==> src/rtl/lbmem_param.sv <==
// Line-buffer memory: collects LINE words, then streams each new write out
// with the word written LINE-1 writes earlier; flush (or idle, with AUTO_DRAIN) empties it.
module lbmem_param #(
  parameter int WIDTH      = 8,
  parameter int DEPTH      = 64,
  parameter int LINE       = 8,
  parameter int AUTO_DRAIN = 0,
  parameter int LW         = $clog2(DEPTH)
) (
  input  logic             CLK,
  input  logic             RESETN,
  input  logic [WIDTH-1:0] wdata,
  input  logic             wen,
  input  logic             flush,
  output logic [WIDTH-1:0] rdata,
  output logic             valid,
  output logic [LW-1:0]    level,
  output logic             drop,
  output logic [1:0]       dbg_state
);

  typedef enum logic [1:0] {
    FILL   = 2'd0,
    STREAM = 2'd1,
    DRAIN  = 2'd2
  } state_t;

  localparam logic [LW-1:0] LAST = LW'(LINE - 1);

  state_t              state, state_nxt;
  logic [LW-1:0]       waddr;
  logic [LW-1:0]       level_nxt;
  logic [LW-1:0]       rptr;
  logic                accept;
  logic                pop;
  logic [WIDTH-1:0]    mem [DEPTH];

  // The read side is implied by the write pointer and the fill level.
  assign rptr      = waddr - level;
  assign rdata     = mem[rptr];
  assign dbg_state = state;

  // Handshake: there is no back-pressure. A write is taken when wen=1 and
  // drop=0 in the same cycle; a word is delivered exactly when valid=1.
  always_comb begin
    state_nxt = state;
    level_nxt = level;
    accept    = 1'b0;
    pop       = 1'b0;
    unique case (state)
      FILL: begin
        if (flush) begin
          if (level != '0) state_nxt = DRAIN;
        end else if (wen) begin
          accept = 1'b1;
          if (level == LAST) begin
            pop       = 1'b1;
            state_nxt = STREAM;
          end else begin
            level_nxt = level + 1'b1;
          end
        end
      end
      STREAM: begin
        if (flush) begin
          state_nxt = DRAIN;
        end else if (wen) begin
          accept = 1'b1;
          pop    = 1'b1;
        end else if (AUTO_DRAIN != 0) begin
          state_nxt = DRAIN;
        end
      end
      DRAIN: begin
        pop       = 1'b1;
        level_nxt = level - 1'b1;
        if (level <= LW'(1)) state_nxt = FILL;
      end
      default: state_nxt = FILL;
    endcase
  end

  // Gated by reset so both flags read low while RESETN is held, clock or not.
  assign valid = RESETN & pop;
  assign drop  = RESETN & wen & (flush | (state == DRAIN));

  always_ff @(posedge CLK or negedge RESETN) begin
    if (!RESETN) begin
      state <= FILL;
      waddr <= '0;
      level <= '0;
    end else begin
      state <= state_nxt;
      level <= level_nxt;
      if (accept) waddr <= waddr + 1'b1;
    end
  end

  always_ff @(posedge CLK) begin
    if (accept) mem[waddr] <= wdata;
  end

endmodule

==> config.mk <==
export PLATFORM = sky130hd
export DESIGN_NAME = lbmem_param
export DESIGN_NICKNAME = d
export VERILOG_FILES = /design/src/rtl/lbmem_param.sv
export SDC_FILE = /design/constraint.sdc
export NUM_CORES = 1
export LEC_CHECK = 0
export ABC_AREA = 0
export CORE_ASPECT_RATIO = 1.4
export CORE_UTILIZATION = 51
export DETAILED_ROUTE_END_ITERATION = 6
export PLACE_DENSITY = 0.67
export SLEW_MARGIN = 20
export SYNTH_ARGS = -nofsm -noshare
export SYNTH_HDL_FRONTEND = slang
export SYNTH_SLANG_ARGS = --single-unit
==> constraint.sdc <==
create_clock -name CLK -period 6 [get_ports CLK]
set_input_delay 0.6 -clock CLK [delete_from_list [all_inputs] [get_ports CLK]]
set_output_delay 0.6 -clock CLK [all_outputs]
set_load 0.05 [all_outputs]
# After elaboration in Yosys (flattened, before gate mapping)
# Memory sizes are Yosys's and may differ from the RTL's.
# Index checks and enable logic that the tools add are counted.
word_totals:
  n_memories: 1
  input_bits: 12
  output_inout_bits: 18
  ram_bits: 512
  register_bits: 14
  romBits: 0
  latchBits: 0
  elab_cells: 50
memory_table:
  columns: ["name", "depth", "word_bits", "rd", "rd_ports_with_merged_regs", "wr", "line_no", "rtl"]
  rows:
  - ["mem", 64, 8, 1, 0, 1, "36", "logic [WIDTH-1:0] mem [DEPTH];"]
classes:
  shifts: 0
  addsub: 4
  reduce_logical: 6
  div: 0
  bitwise: 4
  magnitude_cmp: 1
  n_mux: 20
  n_eq_ne: 11
  multipliers: 0
op_table:
  columns: ["cell", "n"]
  rows:
  - ["two-way mux 6 bit", 3]
  - ["adder 6 x 1 -> 6 bit, second input constant", 2]
  - ["two-way mux 2 bit", 6]
  - ["case mux 6 bit (2 select lines)", 1]
  - ["inequality test 2 bit, second input constant", 5]
  - ["inequality test 3 bit, second input constant", 3]
  - ["two-way mux 1 bit", 8]
  - ["== test 6 x 3 -> 1 bit, second input constant", 1]
  - ["less-or-equal comparator 6 x 1 -> 1 bit, second input constant", 1]
  - ["case mux 2 bit (3 select lines)", 1]
  - ["nonzero test 6 bit", 1]
  - ["subtractor 6 x 1 -> 6 bit, second input constant", 1]
  - ["subtractor 6 bit", 1]
  - ["AND reduction 5 bit", 1]
  - ["AND reduction 4 bit", 1]
  - ["bitwise AND 1 bit", 3]
  - ["case mux 1 bit (3 select lines)", 1]
  - ["== test 2 x 1 -> 1 bit, second input constant", 1]
  - ["== test 2 bit, second input constant", 1]
  - ["zero test 2 bit", 1]
  - ["nonzero test 2 bit", 1]
  - ["OR reduction 2 bit", 1]
  - ["OR 1 bit", 1]

# Longest topological paths before layout
# Gate-level depths: netlist of the first run.
depth:
  word_depth: 6
  depth_mapped: 10

# Worst setup path before layout of the first run
# Ideal clock, no wire load.
synth_path:
  kind: "reg2out"
  startpoint: "reg level[0]"
  endpoint: "out rdata[3]"
  t_required_ps: 5400
  n_path_buf: 2
  path_stages_with_launch: 10
  arrival_ps: 3013
  slack_ps: 2387
  path_cell_list: "dfrtp_1 > ha_1 > fa_1 > buf_2 > clkbuf_1 > mux4_2 > mux2i_1 > mux2_2 > mux2i_1 > mux2_2"
synth_via:
  elab_chain_cells: 2
synth_rtl:
  columns: ["item", "line_no", "rtl"]
  rows:
  - ["from (decl)", "17", "output logic [LW-1:0] level,"]
  - ["from (signal assigned)", "94", "level <= level_nxt;"]
  - ["subtractor 6 bit", "39", "assign rptr = waddr - level;"]
  - ["memory (64 x 8 bit)", null, null]
  - ["to (decl)", "15", "output logic [WIDTH-1:0] rdata,"]
# Every way passes these cells.

# Final worst setup path of the first run
layout_path:
  startpoint: "reg level[0]"
  endpoint: "out rdata[1]"
# The elaborated chain is that of the path after synthesis.

==> impl_metrics.yaml, run 1 <==
clocking:
  insertion_delay_ns: 0.56
  cts_buffer_depth: 3
  clk_pin_slew_worst_paths_ns: 0.06
  post_cts_buffers: 0
  cts_sinks: 526
  root_buffer: "clkbuf_16"
  ctsHoldBuffers: 0
  htreeDepth: 2
  cts_tree: "built"
  numCtsBuffers: 47
  cts_resized: 0
timing:
  maxSlewViolCount: 0
  worst_pin_slew_ns: 1.06
  hold_violations: 0
  fin_crit_ns: 5.44
  max_freq_mhz: 184
  grt_setup_unrepaired: "false"
  maxSlewHeadroom_pct: 29.2
  fin_tns_setup_ns: 0
  finalSetupViolCount: 0
  finClkSkew_ns: 0.0164
  post-route-period-util_pct: 90.6
  hold_ws_ns: 0.482
  worst_slack_ns: 0.564
layout:
  drive_gt1_share_pct: 24.8
  fin_nets: 1065
  multi_input_area_sq_um: 5100
  seq_area_sq_um: 15700
  area_delta_synth_final_pct: 10.8
  fillers: 2941
  antenna_cells: 0
critical_path:
  cp_data_arrival_time_ns: 4.84
  critPathRequiredTime_ns: 5.40
  crit-reg2reg-launch: "dbg_state[1]"
  crit_type: "flop to output pin"
  rrSetupSlack_ns: 3.21
  r2r_end: "mem[39][7]"
  worst_setup_path_end_kind: "output pin"
  worstPathMaxFanout: 38
  start_kind: "flop"
  worstRegToRegCells: 5
die:
  rows: 87
  dieArea_sq_um: 42300
  io_pins: 30
  die_w_um: 174
  core_area_sq_um: 40600
  dieHeight_um: 243
  initial_core_util_pct: 52.1
synth:
  synth-seq-cells: 526
  yosysMostFrequentCell: "edfxtp_1"
  seq_area_frac_synth_pct: 74.3
  ys.flop_type: "edfxtp_1"
  yosysTopAreaCell: "edfxtp_1"
  synthTopCellsByCount: "edfxtp_1 (512), mux4_2 (128), mux2i_1 (80), nor2_1 (71), mux2_2 (40)"
  synthArstFlopShare_pct: 2.66
  synth_top_area_share_pct: 72.7
  syn_avg_cell_area_sq_um: 21.3
  synth_edf_count: 512
  synth_cells: 993
  synth_cell_types: 42
  syn-cell-area_sq_um: 21200
  syn_nets: 1016
  synthTopCellsByArea: "edfxtp_1 (73%), mux4_2 (14%), mux2i_1 (3.8%)"
  ys_warn_count: 0
place:
  io_buffers: 29
  dp_slack_ns: 1.16
  gp_congestion: 0.782
  dp_hpwl_um: 26000
grt:
  antenna_found_initial: 0
  grt_pass1_vias: 10200
  grt_util_all_layers_pct: 21.3
  grt_pass1_wl_um: 65400
  grt_start_max_net_pins: 65
  overflow: 0
routing:
  wl_um: 43400
  drc_errors: 0
  dr.pass1.iters: 5
  antenna_left: 0
  avgViaCountPerCell: 5.94
  drt_iter0_markers: 767
  vias: 9546
  wl_per_cell_um: 27.0
status:
  status: "completed"
pwr:
  p_leak_nw: 7.37
  power_density_nw_per_um2: 312
  fin_total_pwr_mw: 7.31
  peakVddDrop_uv: 223
min_path:
  hold_path.class: "input port to asynchronous set/reset pin"
job:
  max-cap-violations: 0
worst max path at each step:
stage / start / end / slack, ns / cells past startpoint
after floorplan: level[0] / rdata[3] / 2.39 / 9
after CTS: level[0] / rdata[1] / 0.54 / 9
after detailed placement: level[0] / rdata[2] / 1.16 / 9
after global placement: level[0] / rdata[2] / 1.15 / 9
final: level[0] / rdata[1] / 0.56 / 9
after global routing: waddr[1] / rdata[2] / 0.44 / 9
final cells by class:
type | count | share of cell area [%]
flip-flops and latches | 526 | 67.1
multi-input cells | 412 | 21.8
clock buffers | 56 | 5.34
well taps | 534 | 2.85
repair buffers | 46 | 1.94
clock inverters | 25 | 0.849
inverters | 9 | 0.144
cells in the final DEF, fill, tap and decap left out, types with 2 or more instances in the layout:
cell type | Yosys | layout
nand4_1 | 5 | 5
clkinvlp_4 | 0 | 3
or2_2 | 2 | 2
mux2i_1 | 80 | 80
buf_2 | 11 | 2
clkinv_2 | 0 | 8
bufinv_16 | 0 | 3
nand2_1 | 19 | 19
mux4_2 | 128 | 128
or3_1 | 2 | 2
dfrtp_1 | 14 | 14
clkdlybuf4s50_1 | 0 | 21
edfxtp_1 | 512 | 512
nand3_1 | 4 | 4
buf_12 | 0 | 5
nor2b_1 | 3 | 3
clkbuf_16 | 0 | 49
nor4_1 | 2 | 2
mux2_2 | 40 | 40
o21ai_0 | 4 | 4
ha_1 | 10 | 9
inv_1 | 9 | 9
buf_4 | 5 | 18
nand3b_1 | 4 | 4
a21oi_1 | 8 | 8
xnor2_1 | 11 | 11
nor2_1 | 71 | 71
clkinv_1 | 0 | 10
nor3_1 | 2 | 2
or3b_2 | 2 | 2
xor2_1 | 2 | 2
clkbuf_1 | 17 | 7
flip-flops by register name, summed over array words and instances, names as in the netlist:
register   flops
dbg_state      2
level          6
mem          512
waddr          6
where the power goes:
| part | switching [mW] | total (mW) | internal [mW] |
|---|---|---|---|
| clock network | 1.28 | 2.89 | 1.61 |
| logic | 0.227 | 0.393 | 0.166 |
| registers | 0.00105 | 4.03 | 4.03 |
| total | 1.51 | 7.31 | 5.81 |
cells by family after synthesis:
kind of cell | Yosys count | synth area share [%]
mux | 248 | 19.5
buf+inv | 55 | 1.70
xor+xnor | 15 | 0.745
simple gates | 120 | 2.50
flops | 526 | 74.3
compound gates | 18 | 0.520
fa+ha+maj | 11 | 0.686
routing by layer:
metal	up-vias	track usage, %	wire length (um)
met5	-	0	0
met4	0	7.07	1220
met3	77	2.47	1520
met2	208	38.0	23300
met1	5097	27.1	17300
li1	4164	-	-
per-stage QoR:
stage	cells	utilization, %	cell area (sq um)
final	1608	57.7	23400
after floorplan	993	-	21200
after global placement	1527	54.1	22000
after detailed placement	1527	54.1	22000
after CTS	1608	57.7	23400
after global routing	1608	57.7	23400
critical path: stages (launching register included):
cell             delay, ns
dfrtp_1               0.48
ha_4                  0.21
fa_4                  1.12
buf_12                0.30
mux4_2                0.31
mux2i_1               0.13
mux2_2                0.29
mux2i_1               0.31
mux2_2                0.25
clkdlybuf4s50_1       0.80
Note: power is estimated with default switching activity, not from simulation.
==> inputs of run 2 (changes only) <==
CAP_MARGIN = 10   (was not set)
==> results of run 2 <==
Final layout, timing and power as in run 1 (identical DEF).
==> inputs of run 3 (changes only) <==
CORE_UTILIZATION = 60   (was 51)
PLACE_DENSITY = 0.77   (was 0.67)
==> run 3 against run 2 <==
  * Clock skew fell by 0.0031 ns
  * Combinational power barely moved
  * Clock-buffer cell count rose by 8
  * Critical path depth did not move
  * Clock power fell by 2%
  * Worst setup slack got worse by 0.064 ns
  * Die area fell by 15%
  * Design area fell by 0.62%
  * Sequential share of layout area rose by 0.42 points
  * Flip-flop and latch count did not move
  * Critical endpoint is now rdata[4]
  * Highest routed layer unchanged
==> impl_metrics.yaml, run 3 (same netlist as run 1, synthesis figures left out) <==
status:
  status: "completed"
routing:
  vias: 9741
  drc_errors: 0
  drt_iter0_markers: 1023
  wl_per_cell_um: 27.9
  wl_um: 42700
  antenna_left: 0
  avgViaCountPerCell: 6.37
  dr.pass1.iters: 5
critical_path:
  worst_setup_path_end_kind: "output pin"
  rrSetupSlack_ns: 3.17
  critPathSlowestCell: "fa_4"
  cp_cell_sequence: "ha_4 -> fa_4 -> buf_12 -> mux4_2 -> mux2i_1 -> mux2_2 -> mux2i_1 -> mux2_2 -> clkdlybuf4s50_1"
  cp_data_arrival_time_ns: 4.90
  worstRegToRegCells: 5
  crit_type: "flop to output pin"
  cp_top_family: "multiplexers"
  cp_num_buf_inv: 2
  critical-path-max-stage-delay_ns: 1.04
  critPathRequiredTime_ns: 5.40
  start_kind: "flop"
  crit-reg2reg-launch: "dbg_state[1]"
  worstSetupEndpoint: "rdata[4]"
  cp-startpoint: "level[0]"
  worstSetupPathDepth: 9
  worstPathMaxFanout: 43
  r2r_end: "mem[62][7]"
layout:
  fin_cells: 1529
  antenna_cells: 0
  drive_gt1_share_pct: 24.3
  largest-register: "mem"
  final_cell_mix: "edfxtp_1 (512), mux4_2 (128), mux2i_1 (80)"
  area_delta_synth_final_pct: 10.1
  layout_commonest_cell: "edfxtp_1"
  final_util_pct: 66.8
  reg_top3: "mem (512), level (6), waddr (6)"
  largest_reg_flops: 512
  fin_nets: 1060
  fin_area_sq_um: 23300
timing:
  hold_violations: 0
  finClkSkew_ns: 0.0133
  maxSlewHeadroom_pct: 30.3
  finalSetupViolCount: 0
  fin_crit_ns: 5.50
  grt_setup_unrepaired: "false"
  max_freq_mhz: 182
  fin_tns_setup_ns: 0
  maxSlewViolCount: 0
  worst_pin_slew_ns: 1.04
  hold_ws_ns: 0.469
  post-route-period-util_pct: 91.7
  worst_slack_ns: 0.500
min_path:
  hold_path.class: "input port to asynchronous set/reset pin"
grt:
  overflow: 0
  antenna_found_initial: 0
  grt_pass1_wl_um: 62700
  grt_start_max_net_pins: 65
  grt_util_all_layers_pct: 24.5
  grt_pass1_vias: 10100
clocking:
  ctsHoldBuffers: 0
  cts_sinks: 526
  cts_resized: 0
  cts_tree: "built"
  post_cts_buffers: 0
  clk_pin_slew_worst_paths_ns: 0.07
  cts_buffer_depth: 3
  root_buffer: "clkbuf_16"
  insertion_delay_ns: 0.58
  numCtsBuffers: 46
  htreeDepth: 2
job:
  max-cap-violations: 0
pwr:
  peakVddDrop_uv: 254
  power_density_nw_per_um2: 311
  p_leak_nw: 7.34
  fin_total_pwr_mw: 7.24
die:
  dieArea_sq_um: 36000
  rows: 81
  dieHeight_um: 224
  io_pins: 30
  die_w_um: 161
  initial_core_util_pct: 60.7
  core_area_sq_um: 34900
place:
  dp_hpwl_um: 24600
  gp_congestion: 0.787
  dp_slack_ns: 1.10
  dpl.cell_count: 1445
  placed_cell_area_sq_um: 21900
  io_buffers: 29
==> run 3: cell count changes in the layout (fill, tap and decap cells not counted), moves of 2 or more <==
cell / before / now
clkbuf_1: 7 / 16
clkinvlp_4: 3 / 1
clkinv_8: 0 / 2
clkinv_2: 8 / 10
buf_4: 18 / 14
clkinv_1: 10 / 5
clkbuf_16: 49 / 47
==> run 3: how the worst min path moves through the flow <==
stage	from	cells past startpoint	endpoint	slack (ns)
2_1_floorplan	RESETN	0	dbg_state[0]	0.30
3_3_place_gp	dbg_state[1]	1	dbg_state[0]	0.51
5_1_grt	RESETN	1	level[5]	0.51
4_1_cts	RESETN	1	level[5]	0.48
3_5_place_dp	dbg_state[1]	1	dbg_state[0]	0.53
6_report	RESETN	1	level[5]	0.47
==> run 3: layout make-up <==
type	instances	area, sq um
repair buffers	42	440
clock buffers	64	1250
clock inverters	20	169
fillers	2246	11600
multi-input cells	412	5100
flip-flops and latches	526	15700
inverters	9	33.8
well taps	456	571
==> run 3: per-layer routing <==
layer	wire length, um	global-route usage, %
met5	0	0
met4	1690	10.3
met3	3130	4.41
met2	21800	40.9
met1	16100	32.1
==> run 3: power breakdown <==
group / leakage [nW] / internal (mW) / switching [mW]
registers: 4.77 / 4.03 / 0.000921
logic: 1.88 / 0.165 / 0.226
clock network: 0.694 / 1.55 / 1.27
